File: src/rtl/uart_rx_os16.sv
// UART receiver, 8N1, 16x oversampling derived from the core clock.
// Start-bit validation, 3-sample majority per bit, registered one-clock result strobes.
//
// state | meaning
// IDLE  | waiting for a falling edge on an armed, enabled line
// START | confirming the start bit at mid-bit, then aligning to bit boundary
// DATA  | shifting in eight data bits, LSB first
// STOP  | sampling the stop bit; leaves half a bit early to resync on the next start
module uart_rx_os16 #(
    parameter int ClkFreq  = 10_000_000,
    parameter int BaudRate = 115200
) (
    input  logic       clk,
    input  logic       enable,
    input  logic       rx_data,
    input  logic       rx_en,
    output logic [7:0] rx_output_data,
    output logic       rx_output_data_valid,
    output logic       rx_frame_error,
    output logic       rx_busy
);
    localparam int DIV = (ClkFreq + 8 * BaudRate) / (16 * BaudRate);
    localparam int TW  = $clog2(DIV);

    typedef enum logic [1:0] {IDLE, START, DATA, STOP} state_e;

    state_e          state_q, state_d;
    logic            rx_m_q, rx_s_q;
    logic [1:0]      fill_q;
    logic [TW-1:0]   tcnt_q, tcnt_d;
    logic [3:0]      scnt_q, scnt_d;
    logic [1:0]      smp_q, smp_d;
    logic            armed_q, armed_d;
    logic [2:0]      bidx_q, bidx_d;
    logic [7:0]      shreg_q, shreg_d;
    logic [7:0]      data_q, data_d;
    logic            valid_q, valid_d;
    logic            ferr_q, ferr_d;
    logic            tick, maj, decide, bit_end, start;

    assign tick    = (tcnt_q == TW'(DIV - 1));
    assign decide  = tick && (scnt_q == 4'd9);
    assign bit_end = tick && (scnt_q == 4'd15);
    assign maj     = (smp_q[0] & smp_q[1]) | (smp_q[0] & rx_s_q) | (smp_q[1] & rx_s_q);

    always_comb begin
        state_d = state_q;
        bidx_d  = bidx_q;
        shreg_d = shreg_q;
        data_d  = data_q;
        valid_d = 1'b0;
        ferr_d  = 1'b0;
        start   = 1'b0;
        armed_d = armed_q;
        // Arm only once both synchroniser stages hold real line samples, not reset values.
        if (state_q == IDLE && rx_s_q && fill_q == 2'd2) armed_d = 1'b1;
        case (state_q)
            IDLE: begin
                if (rx_en && armed_q && !rx_s_q) begin
                    state_d = START;
                    start   = 1'b1;
                    armed_d = 1'b0;
                end
            end
            START: begin
                if (decide && maj) begin
                    state_d = IDLE;
                end else if (bit_end) begin
                    state_d = DATA;
                    bidx_d  = 3'd0;
                end
            end
            DATA: begin
                if (decide) shreg_d = {maj, shreg_q[7:1]};
                if (bit_end) begin
                    if (bidx_q == 3'd7) state_d = STOP;
                    else                bidx_d  = bidx_q + 3'd1;
                end
            end
            STOP: begin
                if (decide) begin
                    state_d = IDLE;
                    if (maj) begin
                        data_d  = shreg_q;
                        valid_d = 1'b1;
                    end else begin
                        ferr_d = 1'b1;
                    end
                end
            end
            default: state_d = IDLE;
        endcase
        if (state_q != IDLE && !rx_en) begin
            state_d = IDLE;
            data_d  = data_q;
            valid_d = 1'b0;
            ferr_d  = 1'b0;
        end
    end

    always_comb begin
        tcnt_d = tick ? '0 : tcnt_q + TW'(1);
        scnt_d = tick ? scnt_q + 4'd1 : scnt_q;
        smp_d  = smp_q;
        if (tick && scnt_q == 4'd7) smp_d[0] = rx_s_q;
        if (tick && scnt_q == 4'd8) smp_d[1] = rx_s_q;
        if (start) begin
            tcnt_d = '0;
            scnt_d = 4'd0;
        end
    end

    always_ff @(posedge clk or negedge enable) begin
        if (!enable) begin
            state_q <= IDLE;
            rx_m_q  <= 1'b1;
            rx_s_q  <= 1'b1;
            fill_q  <= 2'd0;
            tcnt_q  <= '0;
            scnt_q  <= 4'd0;
            smp_q   <= 2'b00;
            armed_q <= 1'b0;
            bidx_q  <= 3'd0;
            shreg_q <= 8'h00;
            data_q  <= 8'h00;
            valid_q <= 1'b0;
            ferr_q  <= 1'b0;
        end else begin
            state_q <= state_d;
            rx_m_q  <= rx_data;
            rx_s_q  <= rx_m_q;
            if (fill_q != 2'd2) fill_q <= fill_q + 2'd1;
            tcnt_q  <= tcnt_d;
            scnt_q  <= scnt_d;
            smp_q   <= smp_d;
            armed_q <= armed_d;
            bidx_q  <= bidx_d;
            shreg_q <= shreg_d;
            data_q  <= data_d;
            valid_q <= valid_d;
            ferr_q  <= ferr_d;
        end
    end

    assign rx_output_data       = data_q;
    assign rx_output_data_valid = valid_q;
    assign rx_frame_error       = ferr_q;
    assign rx_busy              = (state_q != IDLE);
endmodule

File: config.mk
export PLATFORM = sky130hd
export DESIGN_NAME = uart_rx_os16
export DESIGN_NICKNAME = d
export VERILOG_FILES = /design/src/rtl/uart_rx_os16.sv
export SDC_FILE = /design/constraint.sdc
export NUM_CORES = 1
export LEC_CHECK = 0
export ABC_AREA = 1
export CORE_ASPECT_RATIO = 0.75
export CORE_MARGIN = 4
export CORE_UTILIZATION = 30
export CTS_BUF_LIST = sky130_fd_sc_hd__clkbuf_2
export DETAILED_ROUTE_END_ITERATION = 8
export DONT_BUFFER_PORTS = 1
export GPL_ROUTABILITY_DRIVEN = 0
export PLACE_DENSITY = 0.45
export SLEW_MARGIN = 40
export SYNTH_ARGS = -nofsm -noshare
export SYNTH_HDL_FRONTEND = slang
export SYNTH_SLANG_ARGS = --single-unit
File: constraint.sdc
create_clock -name clk -period 2.07 [get_ports clk]
set_input_delay 0.207 -clock clk [delete_from_list [all_inputs] [get_ports clk]]
set_output_delay 0.207 -clock clk [all_outputs]
set_load 0.02 [all_outputs]
==> impl_metrics.csv, run 1 <==
group,metric,value,unit
synthesis,ys_top_cells_by_area,"dfrtp_1, nand2_1, inv_1",
synthesis,synth_top_cells_by_count,"nand2_1, dfrtp_1, inv_1",
synthesis,seq_area_frac_synth,53.69,%
synthesis,syn_area,1729,µm²
power_and_ir_drop,peakVddDrop,471.9,µV
synthesis,ys_ff_latch,37,
drt,ant_nets,0,
timing,min_period,1826,ps
drt,route.detailed.drc,0,
synthesis,synth_edf_count,0,
run,drv_cap,0,
final_layout,antenna_cells,0,
placement,dp_slack,241.6,ps
floorplanning,die_w,95.67,µm
placement,placed_cell_area,1788,µm²
worst_setup_path,rr_endpoint,"rx_output_data[3]",
timing,rsz0062_at_grt,"false",
timing,period_share,88.24,%
worst_setup_path,timing.rr.start,"scnt_q[1]",
floorplanning,row_count,23,
synthesis,synthFlopType,"dfrtp_1",
power_and_ir_drop,p_per_area,929.8,nW/µm²
worst_setup_path,cpMostUsedCell,"nand2_1",
worst_setup_path,worstPathArrival,2110,ps
global_routing,grt_pass1_vias,1157,
global_routing,antenna_found_initial,0,
synthesis,async_flop_share,100.0,%
synthesis,synth_cell_types,24,
power_and_ir_drop,p_leak,0.9317,nW
clock_tree,clock_path_buffers,2,
synthesis,yosysMostFrequentCell,"nand2_1",
placement,portBuffers,0,
floorplanning,boundaryPins,15,
worst_setup_path,crit_type,"register to register",
timing,hold_viol,0,
global_routing,grt_use_total,10.07,%
floorplanning,die_area,7055,µm²
clock_tree,clock-sinks,37,
synthesis,syn_area_per_cell,9.006,µm²
clock_tree,root_buffer,"clkbuf_2",
synthesis,synth_top_cell_area_share,50.65,%
final_layout,final_area,1928,µm²
clock_tree,clkTransAtPathRegs,210,ps
drt,drt-total-wl,3061,µm
global_routing,grt_pass1_wl,5375,µm
final_layout,synthToLayoutAreaGrowth,11.51,%
floorplanning,start_util,31.62,%
drt,drt_iter0_drc,63,
worst_setup_path,cp-startpoint,"scnt_q[1]",
drt,vias_per_cell,4.261,
worst_setup_path,cp_slowest_stage_delay,460,ps
synthesis,syn-num-nets,204,
timing,tns,0,ps
timing,timing.fmax,547.5,MHz
synthesis,yosys_warnings,0,
worst_setup_path,path_depth,8,
worst_setup_path,regToRegSetupSlack,240,ps
global_routing,grt_max_degree,38,
worst_setup_path,crit_buf_inv,1,
run_status,run_status,"finished, final reports clean",
worst_setup_path,timing.critical_path.to,"rx_output_data[3]",
synthesis,syn_inst,192,
timing,worst_slack,243.5,ps
synthesis,synth_top_cell_by_area,"dfrtp_1",
timing,relSlewSlack,54.80,%
floorplanning,fp.coreArea,5468,µm²
worst_setup_path,r2r_cells,8,
worst_setup_path,required,2360,ps
final_layout,fin_util,35.26,%
drt,drtPass1Iterations,4,
drt,num_vias,1176,
placement,dp_hpwl,2192,µm
clock_tree,cts_tree,"built",
final_layout,drive_gt1_share,11.94,%
hold_path,hold_path.class,"input pin to register",
clock_tree,ctsResizeCount,0,
worst_setup_path,setup.worst_path.end_class,"register",
worst_setup_path,startpoint_type,"register",
global_routing,grt.overflow.total,0,
clock_tree,numCtsBuffers,5,
worst_setup_path,crit_slowest_cell,"or2_1",
timing,setup-violations-final,0,
timing,worstMarginPinSlew,678.0,ps
timing,slew_violations,0,
worst_setup_path,crit_family,"simple AND/OR/NAND/NOR gates",
floorplanning,die_h,73.75,µm
timing,worst_clock_skew,25.67,ps
final_layout,final_net_count,212,
clock_tree,htree_num_levels,2,
clock_tree,clock_latency,390,ps
worst_setup_path,worstPathMaxFanout,16,
drt,routedWlPerCell,11.09,µm
worst_setup_path,crit_chain,"inv_1 > ha_1 > nand3_1 > nor2_4 > nand2_1 > or2_1 > nand2_1 > o21ai_2",
==> where the power goes <==
group	switching, mW	internal, mW	total (mW)
registers	0.0557	0.797	0.852
clock network	0.251	0.324	0.575
logic	0.238	0.127	0.366
total	0.545	1.25	1.79
==> area by class of cell <==
cell class / instances / area (µm²)
clock buffers: 5 / 25.02
well taps: 75 / 93.84
clock inverters: 3 / 65.06
fillers: 567 / 3540
repair buffers: 4 / 50.05
flip-flops and latches: 37 / 928.4
inverters: 29 / 108.9
multi-input cells: 123 / 656.9
==> cells in the final DEF, fill, tap and decap left out, drive strengths merged <==
master / Yosys / routed
nand2: 47 / 47
dfrtp: 35 / 35
inv: 29 / 29
o21ai: 23 / 23
nor2: 22 / 22
nand3: 11 / 11
ha: 8 / 8
clkbuf: 1 / 5
dlygate4sd3: 0 / 3
xnor2: 2 / 2
nor4: 2 / 2
nand4: 2 / 2
bufinv: 0 / 2
dfstp: 2 / 2
or2: 1 / 1
nor3: 1 / 1
a21oi: 1 / 1
a31oi: 1 / 1
mux2: 1 / 1
o21a: 1 / 1
clkinv: 0 / 1
buf: 2 / 1
==> kinds of logic (layout without fill, tap and decap cells) <==
| family | after synthesis | after routing | share of synthesized area (%) |
|---|---|---|---|
| compound gates | 26 | 26 | 9.262 |
| xor+xnor | 2 | 2 | 1.013 |
| fa+ha+maj | 8 | 8 | 5.789 |
| buf+inv | 32 | 41 | 8.321 |
| flops | 37 | 37 | 53.69 |
| mux | 1 | 1 | 0.6512 |
| simple gates | 86 | 86 | 21.27 |
==> flip-flops by register name (all words and copies together), names as in the netlist <==
register and cells:
rx_frame_error 1, scnt_q 4, rx_s_q 1, rx_output_data 8, bidx_q 3, fill_q 2
armed_q 1, rx_output_data_valid 1, rx_m_q 1, state_q 2, smp_q 2, shreg_q 8
tcnt_q 3
==> stage by stage <==
stage / power (mW) / hold WS (ps) / std cells
6_report: 1.793 / 78.37 / 276
5_1_grt: 1.928 / 102.7 / 276
4_1_cts: 1.818 / 16.56 / 275
3_5_place_dp: 1.213 / -87.35 / 264
3_3_place_gp: 1.222 / -87.24 / 264
2_1_floorplan: 1.143 / -88.59 / 192
==> routing by layer <==
metal | up-vias | global-route usage [%] | routed length [µm]
li1 | 620 | - | -
met1 | 540 | 14.41 | 1651
met2 | 12 | 13.56 | 1270
met3 | 4 | 3.889 | 107
met4 | 0 | 3.785 | 32
met5 | - | 0 | 0
==> what timing repair did <==
| item | in CTS | in global routing |
|---|---|---|
| endpoints found under the hold margin | 38 | 1 |
| hold buffers | 3 | 1 |
| setup buffers | 0 | 0 |
| endpoints found under the setup margin | 0 | 0 |
==> worst min path at each step <==
| stage | start | to | depth (start not counted) |
|---|---|---|---|
| global route | rx_en | state_q[1] | 4 |
| detailed placement | enable | scnt_q[3] | 0 |
| CTS | rx_en | rx_frame_error | 2 |
| finish | rx_en | state_q[1] | 4 |
| global placement | enable | scnt_q[2] | 0 |
| floorplan | enable | armed_q | 0 |
==> tightest hold or removal path, stage by stage <==
cell	delay [ps]
nor2_1	40
inv_1	50
nand4_1	80
nand2_1	60
Power figures use the tool's default switching activity.
==> run 2, diff against run 1 <==
--- a/config.mk
+++ b/config.mk
@@ -6,14 +6,17 @@
 export NUM_CORES = 1
 export LEC_CHECK = 0
 export ABC_AREA = 1
+export CELL_PAD_IN_SITES_DETAIL_PLACEMENT = 0
+export CELL_PAD_IN_SITES_GLOBAL_PLACEMENT = 1
 export CORE_ASPECT_RATIO = 0.75
 export CORE_MARGIN = 4
 export CORE_UTILIZATION = 30
 export CTS_BUF_LIST = sky130_fd_sc_hd__clkbuf_2
+export CTS_CLUSTER_SIZE = 16
 export DETAILED_ROUTE_END_ITERATION = 8
 export DONT_BUFFER_PORTS = 1
 export GPL_ROUTABILITY_DRIVEN = 0
-export PLACE_DENSITY = 0.45
+export PLACE_DENSITY = 0.54
 export SLEW_MARGIN = 40
 export SYNTH_ARGS = -nofsm -noshare
 export SYNTH_HDL_FRONTEND = slang
==> impl_metrics.csv, run 2 (synthesized netlist as in run 1, its figures left out) <==
group,metric,value,unit
power_and_ir_drop,p_int,1.130,mW
final_layout,antenna_cells,0,
hold_path,whs_endpoint,"state_q[1]",
clock_tree,ctsResizeCount,0,
hold_path,hold_path.class,"input pin to register",
clock_tree,root_buffer,"clkbuf_2",
placement,place_inst,264,
power_and_ir_drop,pwr-share-clk,26.6,%
clock_tree,clock_path_buffers,2,
final_layout,stdcell_count,276,
power_and_ir_drop,p_switching,0.5372,mW
timing,rsz0062_at_grt,"false",
drt,num_vias,1202,
timing,setup-violations-final,0,
worst_setup_path,rr_endpoint,"rx_output_data[1]",
global_routing,grt_pass1_wl,5713,µm
timing,timing.fmax,532.6,MHz
run,drv_cap,0,
timing,tns,0,ps
run_status,run_status,"finished, final reports clean",
final_layout,synthToLayoutAreaGrowth,9.985,%
timing,worst_slack,192.4,ps
floorplanning,boundaryPins,15,
drt,routedWlPerCell,11.61,µm
global_routing,grt_use_total,10.71,%
worst_setup_path,worstPathMaxFanout,16,
power_and_ir_drop,switching_share,32.21,%
timing,timing.hold.ws,106.8,ps
power_and_ir_drop,p_leak,0.9193,nW
power_and_ir_drop,seqPwrFrac,51.3,%
power_and_ir_drop,p_per_area,876.9,nW/µm²
floorplanning,die_h,73.75,µm
placement,dp_hpwl,2292,µm
worst_setup_path,worstPathArrival,2150,ps
timing,relSlewSlack,53.43,%
hold_path,min-delay-start,"rx_en",
timing,period_share,90.70,%
final_layout,final_common_cell,"nand2_1",
clock_tree,htree_num_levels,2,
timing,slew_violations,0,
worst_setup_path,crit_type,"register to register",
final_layout,final_net_count,212,
clock_tree,clock_latency,390,ps
final_layout,final_cell_mix,"nand2_1, dfrtp_1, inv_1, nor2_1, o21ai_0",
drt,drtPass1Iterations,4,
drt,vias_per_cell,4.355,
worst_setup_path,required,2340,ps
worst_setup_path,timing.rr.start,"scnt_q[1]",
global_routing,grt_pass1_vias,1226,
hold_path,holdPathStages,4,
worst_setup_path,startpoint_type,"register",
placement,portBuffers,0,
final_layout,drive_gt1_share,11.44,%
global_routing,grt.overflow.total,0,
floorplanning,die_w,95.67,µm
floorplanning,start_util,31.62,%
worst_setup_path,r2r_cells,8,
timing,min_period,1878,ps
placement,dp_slack,231.4,ps
clock_tree,clock-sinks,37,
timing,worstMarginPinSlew,698.5,ps
drt,drt_iter0_drc,33,
clock_tree,cts_tree,"built",
floorplanning,fp.coreArea,5468,µm²
drt,route.detailed.drc,0,
worst_setup_path,regToRegSetupSlack,190,ps
power_and_ir_drop,comb_power_share,22.0,%
floorplanning,row_count,23,
final_layout,final_area,1902,µm²
timing,hold_viol,0,
timing,worst_clock_skew,23.66,ps
global_routing,grt_max_degree,38,
drt,drt-total-wl,3203,µm
worst_setup_path,setup.worst_path.end_class,"register",
drt,ant_nets,0,
clock_tree,numCtsBuffers,5,
clock_tree,clkTransAtPathRegs,200,ps
placement,placed_cell_area,1788,µm²
global_routing,antenna_found_initial,0,
power_and_ir_drop,peakVddDrop,221.7,µV
floorplanning,die_area,7055,µm²
==> run 2: cell count changes in the layout (fill, tap and decap cells not counted), sizes merged <==
| cell | change |
|---|---|
| clkbuf | +1 |
| bufinv | -1 |
==> run 2: power by group through the flow <==
stage          logic, mW  registers (mW)  clock network (mW)
3_5_place_dp       0.347           0.870                   0
5_1_grt            0.435           0.865               0.493
6_report           0.367           0.856               0.444
4_1_cts            0.371           0.856               0.468
3_3_place_gp       0.347           0.868                   0
2_1_floorplan      0.288           0.854                   0
==> run 2: how the worst max path moves through the flow <==
stage | from | to | slack (ps) | cells after the start
after floorplan | tcnt_q[0] | rx_output_data[5] | 500 | 10
after global placement | tcnt_q[0] | rx_output_data[0] | 250 | 9
after detailed placement | tcnt_q[0] | rx_output_data[0] | 230 | 9
after CTS | scnt_q[1] | rx_output_data[1] | 200 | 8
after global routing | scnt_q[1] | rx_output_data[7] | 30 | 8
final | scnt_q[1] | rx_output_data[1] | 190 | 8
==> run 2: area by class of cell <==
cell class                 count  area, µm²
multi-input combinational    123      656.9
inverter                      29      108.9
clock buffer                   6      30.03
sequential                    37      928.4
timing repair buffer           4      50.05
clock inverter                 2      33.78
fill                         586       3566
tap                           75      93.84
==> run 2: stage by stage <==
step | total power [mW] | util, %
3_3_place_gp | 1.215 | 32.70
6_report | 1.668 | 34.78
5_1_grt | 1.794 | 34.78
3_5_place_dp | 1.217 | 32.70
4_1_cts | 1.695 | 34.60
2_1_floorplan | 1.143 | -
==> run 2: timing repair <==
| item | in CTS | in global routing |
|---|---|---|
| setup buffers | 0 | 0 |
| hold buffers | 3 | 1 |
| endpoints found under the hold margin | 38 | 1 |
==> run 2: layer usage <==
layer | global-route usage [%] | up-vias | share of wire (%)
met5 | 0 | - | 0
met4 | 4.416 | 0 | 1.7
met3 | 4.094 | 8 | 4.5
met2 | 15.87 | 13 | 42
met1 | 14.01 | 564 | 52
li1 | - | 617 | -
==> run 2: worst max-delay path, stage by stage (launching register included) <==
cell and delay (ps):
dfrtp_1 440, inv_1 120, ha_1 160, nand3_1 120
nor2_4 140, nand2_1 80, or2_1 470, nand2_1 170
o21ai_2 60
